### config.mk
export PLATFORM = sky130hd
export DESIGN_NAME = gcd_stream
export DESIGN_NICKNAME = d
export VERILOG_FILES = /design/src/rtl/gcd_pkg.sv /design/src/rtl/gcd_result_fifo.sv /design/src/rtl/gcd_stream.sv
export SDC_FILE = /design/constraint.sdc
export NUM_CORES = 1
export LEC_CHECK = 0
export CAP_MARGIN = 40
export CORE_ASPECT_RATIO = 0.8
export CORE_MARGIN = 4
export CORE_UTILIZATION = 55
export DETAILED_ROUTE_END_ITERATION = 7
export PLACE_DENSITY = 0.84
export SETUP_SLACK_MARGIN = 0.1
export SYNTH_ARGS = -nofsm -noshare
export SYNTH_HDL_FRONTEND = slang
export SYNTH_SLANG_ARGS = --single-unit
### constraint.sdc
create_clock -name clock -period 5.6 [get_ports clock]
set_clock_uncertainty 0.1 [all_clocks]
set_input_delay 1.12 -clock clock [delete_from_list [all_inputs] [get_ports clock]]
set_output_delay 1.12 -clock clock [all_outputs]
set_load 0.01 [all_outputs]
### src/rtl/gcd_pkg.sv
`default_nettype none
// ============================================================================
// Module      : gcd_pkg
// Description : Shared types and helpers for the streaming GCD engine.
// Revision    : 1.0 - initial release
// ============================================================================
package gcd_pkg;

    typedef enum logic [1:0] {
        IDLE = 2'd0,
        CALC = 2'd1,
        HOLD = 2'd2
    } state_e;

    // One extra pointer bit distinguishes a full FIFO from an empty one.
    function automatic int ptr_width(input int depth);
        return $clog2(depth) + 1;
    endfunction

endpackage
`default_nettype wire

### src/rtl/gcd_result_fifo.sv
`default_nettype none
// ============================================================================
// Module      : gcd_result_fifo
// Description : Circular result buffer; head reads zero while empty.
// Revision    : 1.0 - initial release
// ============================================================================
module gcd_result_fifo
    import gcd_pkg::*;
#(
    parameter int DATA_W = 36,
    parameter int DEPTH  = 4
) (
    input  logic              clock,
    input  logic              reset,
    input  logic              push,
    input  logic [DATA_W-1:0] push_data,
    output logic              full,
    input  logic              pop,
    output logic [DATA_W-1:0] head,
    output logic              empty
);

    localparam int c_PTR_W = ptr_width(DEPTH);
    localparam int c_IDX_W = c_PTR_W - 1;

    logic [DATA_W-1:0]  r_mem [DEPTH];
    logic [c_PTR_W-1:0] r_wr_ptr;
    logic [c_PTR_W-1:0] r_rd_ptr;
    logic               w_do_push;
    logic               w_do_pop;

    assign empty = (r_wr_ptr == r_rd_ptr);
    assign full  = (r_wr_ptr[c_PTR_W-1] != r_rd_ptr[c_PTR_W-1]) &&
                   (r_wr_ptr[c_IDX_W-1:0] == r_rd_ptr[c_IDX_W-1:0]);

    assign w_do_pop  = pop && !empty;
    // A pop in the same cycle frees the slot a full buffer needs.
    assign w_do_push = push && (!full || w_do_pop);

    assign head = empty ? '0 : r_mem[r_rd_ptr[c_IDX_W-1:0]];

    always_ff @(posedge clock) begin
        if (reset) begin
            r_wr_ptr <= '0;
            r_rd_ptr <= '0;
        end else begin
            if (w_do_push) r_wr_ptr <= r_wr_ptr + 1'b1;
            if (w_do_pop)  r_rd_ptr <= r_rd_ptr + 1'b1;
        end
    end

    always_ff @(posedge clock) begin
        if (w_do_push) r_mem[r_wr_ptr[c_IDX_W-1:0]] <= push_data;
    end

endmodule
`default_nettype wire

### src/rtl/gcd_stream.sv
`default_nettype none
// ============================================================================
// Module      : gcd_stream
// Description : Subtractive GCD engine with tagged, FIFO-buffered results.
// Revision    : 1.0 - initial release
// ============================================================================
module gcd_stream
    import gcd_pkg::*;
#(
    parameter int WIDTH = 32,
    parameter int TAG_W = 4,
    parameter int DEPTH = 4
) (
    input  logic             clock,
    input  logic             reset,
    input  logic             in_valid,
    output logic             in_ready,
    input  logic [WIDTH-1:0] x,
    input  logic [WIDTH-1:0] y,
    input  logic [TAG_W-1:0] in_tag,
    output logic             out_valid,
    input  logic             out_ready,
    output logic [WIDTH-1:0] out,
    output logic [TAG_W-1:0] out_tag,
    output logic             busy
);

    typedef struct packed {
        logic [WIDTH-1:0] data;
        logic [TAG_W-1:0] tag;
    } result_t;

    state_e           r_state;
    logic [WIDTH-1:0] r_a;
    logic [WIDTH-1:0] r_b;
    logic [TAG_W-1:0] r_tag;
    logic [WIDTH-1:0] r_res;
    logic             r_in_ready;
    logic             r_busy;

    logic             w_done;
    logic [WIDTH-1:0] w_r;
    logic             w_full;
    logic             w_empty;
    logic             w_pop;
    logic             w_can_push;
    logic             w_push;
    result_t          w_push_data;
    result_t          w_head;

    assign w_done     = (r_a == '0) || (r_b == '0) || (r_a == r_b);
    assign w_r        = (r_a == '0) ? r_b : r_a;
    assign w_pop      = !w_empty && out_ready;
    assign w_can_push = !w_full || w_pop;
    assign w_push     = w_can_push &&
                        (((r_state == CALC) && w_done) || (r_state == HOLD));

    always_comb begin
        w_push_data.data = (r_state == HOLD) ? r_res : w_r;
        w_push_data.tag  = r_tag;
    end

    always_ff @(posedge clock) begin
        if (reset) begin
            r_state    <= IDLE;
            r_a        <= '0;
            r_b        <= '0;
            r_tag      <= '0;
            r_res      <= '0;
            r_in_ready <= 1'b1;
            r_busy     <= 1'b0;
        end else begin
            case (r_state)
                IDLE: begin
                    if (in_valid) begin
                        r_a        <= x;
                        r_b        <= y;
                        r_tag      <= in_tag;
                        r_state    <= CALC;
                        r_in_ready <= 1'b0;
                        r_busy     <= 1'b1;
                    end
                end
                CALC: begin
                    if (w_done) begin
                        if (w_can_push) begin
                            r_state    <= IDLE;
                            r_in_ready <= 1'b1;
                            r_busy     <= 1'b0;
                        end else begin
                            r_res   <= w_r;
                            r_state <= HOLD;
                        end
                    end else if (r_a > r_b) begin
                        r_a <= r_a - r_b;
                    end else begin
                        r_b <= r_b - r_a;
                    end
                end
                HOLD: begin
                    if (w_can_push) begin
                        r_state    <= IDLE;
                        r_in_ready <= 1'b1;
                        r_busy     <= 1'b0;
                    end
                end
                default: begin
                    r_state    <= IDLE;
                    r_in_ready <= 1'b1;
                    r_busy     <= 1'b0;
                end
            endcase
        end
    end

    gcd_result_fifo #(
        .DATA_W ($bits(result_t)),
        .DEPTH  (DEPTH)
    ) u_fifo (
        .clock     (clock),
        .reset     (reset),
        .push      (w_push),
        .push_data (w_push_data),
        .full      (w_full),
        .pop       (w_pop),
        .head      (w_head),
        .empty     (w_empty)
    );

    assign in_ready  = r_in_ready;
    assign busy      = r_busy;
    assign out_valid = !w_empty;
    assign out       = w_head.data;
    assign out_tag   = w_head.tag;

endmodule
`default_nettype wire
Word level (Yosys, flattened, before mapping)
Memory sizes are Yosys's and may differ from the RTL's. A register that Yosys moved wholly into a read port is not among the register bits.
Index checks and enable logic that the tools add are counted.
Widths: inputs -> output; s select.
Word-level totals
  bits in registers: 110
  latch bits: 0
  bits in writable memories: 144
  bits in read-only memories: 0
  bits of input ports: 72
  output and inout port bits: 39
  logic and storage cells: 79
  memories kept: 1
Memory list
  u_fifo.r_mem: words 4, width 36, read ports 1, clocked after memory_dff 1, write ports 1, RTL line gcd_result_fifo.sv:26  | logic [DATA_W-1:0] r_mem [DEPTH];
Operators by class
  add/subtract/negate cells: 4
  multiply operators: 0
  divide/modulo/power cells: 0
  $lt $le $gt $ge: 1
  equal/unequal tests: 12
  shift-type cells: 0
  mux-type cells: 28
  bitwise operators: 1
  reduce and logical (&&, ||, !) cells: 23
Operator list (count)
  $mux 32: 8
  $pmux 32 s2: 2
  $logic_not 32->1: 2
  $sub 32x32->32: 2
  $mux 36: 1
  $eq 32x32->1: 1
  $gt 32x32->1: 1
  $mux 2: 6
  $ne 2x2->1 const B: 5
  $mux 1: 8
  $reduce_and 4->1: 2
  $add 3x1->3 const B: 2
  $logic_and 1x1->1: 6
  $pmux 1 s3: 2
  $pmux 2 s3: 1
  $reduce_and 3->1: 2
  $logic_or 1x1->1: 5
  $reduce_and 2->1: 2
  $eq 3x3->1: 1
  $eq 2x1->1 const B: 1
  $eq 2x2->1: 1
  $eq 2x2->1 const B: 1
  $logic_not 1->1: 2
  $logic_not 2->1: 1
  4 further kinds: 4

Longest topological paths before layout
  depth after elaboration: 9
  gate-level depth with buffers: 12
  mapped depth without buffers: 11

Modules after synthesis
A second synthesis with hierarchy kept.
Unflattened totals
  cell total of the unflattened synthesis: 1444
  area, all modules: 14933.1 um2
By module, submodules not included
  gcd_stream: times used 1, cells each 1162, area an instance 8998.6 um2, sequential area each 2082.0 um2
  gcd_result_fifo: times used 1, cells each 282, area an instance 5934.4 um2, sequential area each 4484.3 um2

Worst setup path before layout
Ideal clock, no wire load.
  kind: register to register
  start point: register r_a[26]
  end point: memory u_fifo.r_mem[3][0] (enable)
  library setup time: 0.432 ns
  data arrival time: 3.688 ns
  data required time: 5.068 ns
  slack: 1.380 ns
  stages on the path, launching flop included: 10
  buffers on the path: 1
  clock period less this slack: 4.220 ns
  cell sequence: dfxtp_1 > inv_1 > ha_1 > buf_2 > nand4_1 > nor4_2 > nor4b_2 > o21a_1 > o21bai_1 > nor2_1
On the way
  cells in the longest elaborated chain, start to end: 9
  elaborated cells between the ends (all ways): 10
  classes of those cells: 1 x eq/ne; 2 x mux; 7 x reduce/logical
RTL lines
  from (decl): RTL line gcd_stream.sv:34  | logic [WIDTH-1:0] r_a;
  from (signal assigned): RTL line gcd_stream.sv:95  | r_a <= r_a - r_b;
  $logic_not 32->1: RTL line gcd_stream.sv:51  | assign w_done = (r_a == '0) || (r_b == '0) || (r_a == r_b);
  $logic_or 1x1->1: RTL line gcd_stream.sv:51
  $logic_or 1x1->1 (*): RTL line gcd_stream.sv:51
  $logic_and 1x1->1 (*): RTL line gcd_stream.sv:56  | (((r_state == CALC) && w_done) || (r_state == HOLD));
  $logic_or 1x1->1 (*): RTL line gcd_stream.sv:56
  $logic_and 1x1->1 (*): RTL line gcd_stream.sv:55  | assign w_push = w_can_push &&
  $logic_and 1x1->1 (*): RTL line gcd_result_fifo.sv:38  | assign w_do_push = push && (!full || w_do_pop);
  $mux 1 (*): RTL line gcd_result_fifo.sv:53  | if (w_do_push) r_mem[r_wr_ptr[c_IDX_W-1:0]] <= push_data;
  $mux 1 (not written as such) (*): RTL line gcd_result_fifo.sv:53
  to (decl): RTL line gcd_result_fifo.sv:26
Mark *: on every way between the ends. The rest lies on a longest branch, timed or not.

Final worst setup path
  start point: register r_a[25]
  end point: memory u_fifo.r_mem[3][13] (enable)
Same word-level chain as after synthesis.

==> qor.yml <==
timing:
  finalSetupTns_ns: 0
  fin_crit_sh_pct: 78.99
  tightest_slew_ns: 0.8867
  relSlewSlack_pct: 40.89
  rsz0062_at_grt: "false"
  min_period_ns: 4.423
  max_freq_ghz: 0.2261
  slew_violations: 0
  setup_viol: 0
  hold_viol: 0
critical_path:
  r2r-end: "u_fifo.r_mem[3][13]"
  setup.worst_path.end: "u_fifo.r_mem[3][13]"
  worst-setup-path-type: "register to register"
  endpoint_kind: "register"
  reg2reg_depth: 9
  arrival_ns: 4.52
  crit_required_ns: 5.70
  reg2reg_from: "r_a[25]"
  cp-start-kind: "register"
  rrSetupSlack_ns: 1.18
  path_max_fanout: 25
  crit_start: "r_a[25]"
synthesis:
  syn_inst: 1464
  synthAdderAreaFrac_pct: 6.272
  synth_nets: 1609
  synth_area_leaders: "edfxtp_1 (29%), dfxtp_1 (15%), ha_1 (6.0%), mux4_2 (5.5%), nor2_1 (4.2%)"
  synth_compound_area_share_pct: 17.40
  synth_common_cells: "nor2_1 (164), edfxtp_1 (144), dfxtp_1 (112)"
  synth_top_family_by_area: "compound AO/OA/AOI/OAI gates"
  synthMuxAreaShare_pct: 10.04
  synth_top_area_share_pct: 29.21
  ys_seq_area_share_pct: 44.36
  ys_warn_count: 0
  synth_ff_type: "edfxtp_1"
  yosysTopAreaCell: "edfxtp_1"
  syn_area_per_cell_sq_um: 10.11
  synth_edf_count: 144
  yosys.area_share.simple_pct: 14.02
  async_reset_ff_share_pct: 0
  ys_ff_latch: 256
  synth_cell_types: 82
  syn-cell-area_sq_mm: 0.01480
  yosysMostFrequentCell: "nor2_1"
  synth-xor-area-share_pct: 2.899
power_and_ir_drop:
  leakagePower_uw: 0.006223
  p_per_area_mw_per_mm2: 437.2
  p_comb_share_pct: 44.0
  seq_power_share_pct: 30.8
  swShare_pct: 40.52
  p_switching_uw: 3026
  power.internal_uw: 4441
  peakVddDrop_mv: 0.2632
  clkPwrFrac_pct: 25.2
route:
  route.detailed.drc: 0
  viasPerCell: 6.288
  wirelength_um: 42270
  wl_per_cell_um: 22.23
  dr_total_vias: 11960
  dr.first_iter.drc_count: 1314
  dr.pass1.iters: 5
  postRouteAntennaNets: 0
cts:
  max-clock-path-buffers: 3
  tritoncts: "done"
  cts_hold_buf: 0
  cts_setup_buffers: 0
  ctsHtreeMaxLevel: 1
  clkTransAtPathRegs_ns: 0.07
  cts_buffers: 26
  postCtsResizedCells: 0
  clk_latency_ns: 0.55
  clkSinkCount: 256
  clock-root-buffer: "clkbuf_16"
layout:
  fin_area_sq_mm: 0.01708
  fillerInstances: 2082
  final_nets: 1670
  antenna_cells: 0
  multi_input_area_sq_mm: 0.007523
  drive_above_1_share_pct: 10.42
  area_delta_synth_final_pct: 15.39
  regArea_sq_mm: 0.006568
floorplan:
  pin_count: 111
  die_area_sq_mm: 0.02962
  fp.dieW_um: 191.4
  start_util_pct: 56.08
  core_sq_mm: 0.02639
  die_h_um: 154.7
  fp-row-count: 53
placed_design:
  hpwl_um: 29950
  placed_cell_area_sq_mm: 0.01615
  io_buffers: 110
  routabilityCongestion: 1.006
run:
  max_cap_viol_count: 0
outcome:
  status: "completed"
min_path:
  hp-class: "register to register"
global_routing:
  gr-total-overflow: 0
  antenna_found_initial: 0
  grt_pass1_vias: 11320
  grt_max_degree: 62
  grt_pass1_wl_um: 65040
  track_usage_pct: 27.84
-- registers in the layout, indices dropped and copies added, names as in the netlist, named ones only --
| register | cells |
|---|---|
| r_res | 32 |
| r_b | 32 |
| r_state | 2 |
| r_a | 32 |
| r_tag | 4 |
| u_fifo.r_mem | 144 |
| u_fifo.r_wr_ptr | 3 |
| busy | 1 |
| u_fifo.r_rd_ptr | 3 |
| in_ready | 1 |
-- how the worst min path moves through the flow --
stage | endpoint | start | cells past startpoint
floorplan | u_fifo.r_mem[0][0] | r_tag[0] | 0
global placement | r_res[8] | r_res[8] | 2
detailed placement | r_res[5] | r_res[5] | 2
CTS | r_res[5] | r_res[5] | 2
global route | r_res[7] | r_res[7] | 2
finish | r_res[4] | r_res[4] | 2
-- cells in the final DEF, fill, tap and decap left out, types with 22 or more instances in the layout --
cell             count
xnor2_1             31
nor2b_1             46
a21oi_1             92
nand3_1             22
clkdlybuf4s50_1    109
inv_1               91
a21o_1              26
a211oi_1            40
mux2i_1             30
nor2_1             160
o31ai_1             41
edfxtp_1           144
nand2_1             60
dfxtp_1            111
mux4_2              36
mux2_2              32
clkbuf_16           26
nor3_1              47
o21ai_0             57
ha_1                70
-- area by class of cell --
cell class	instances	area share (%)
timing repair buffer	129	7.443
tap	357	2.615
inverter	92	2.022
clock buffer	30	4.014
sequential	256	38.45
clock inverter	18	1.406
multi-input combinational	1020	44.05
-- stage by stage --
| step | cells | setup WS (ns) | hold WS, ns | total power [uW] | util, % |
|---|---|---|---|---|---|
| global route | 1902 | 1.079 | 0.4149 | 7806 | 64.72 |
| CTS | 1902 | 1.287 | 0.3950 | 7363 | 64.72 |
| detailed placement | 1854 | 1.329 | 0.3858 | 5464 | 61.21 |
| finish | 1902 | 1.177 | 0.3923 | 7467 | 64.72 |
| global placement | 1852 | 1.478 | 0.3787 | 5437 | 61.08 |
| floorplan | 1464 | 1.380 | 0.3600 | 4592 | - |
-- cell families after synthesis --
logic type | after synthesis
and+or+nand+nor | 425
AOI/OAI and AO/OA | 374
DFF | 256
buffers and inverters | 188
muxes | 99
adders and majority gates | 73
xor gates and xnor gates | 49
-- power by group through the flow --
stage	sequential (uW)	clock, uW	combinational (uW)
final	2300	1880	3280
after global routing	2300	1980	3520
after CTS	2290	1900	3170
after detailed placement	2330	0	3140
after global placement	2320	0	3120
after floorplan	2260	0	2330
-- critical path, cell delays in order, from the launching register on --
cell	delay (ns)
dfxtp_1	0.38
inv_1	0.09
ha_1	0.65
nand4_1	0.41
nor4_2	0.60
nor4b_2	0.49
o21a_1	0.19
o21bai_1	0.26
nor2_4	0.46
buf_4	0.43
-- per-layer routing --
metal / wire length [um] / GRT usage (%) / vias up
met5: 0 / 0 / -
met4: 909 / 5.504 / 0
met3: 4033 / 4.558 / 58
met2: 18430 / 41.86 / 625
met1: 18900 / 42.94 / 5742
li1: - / - / 5534
Note: power is estimated with default switching activity, not from simulation.
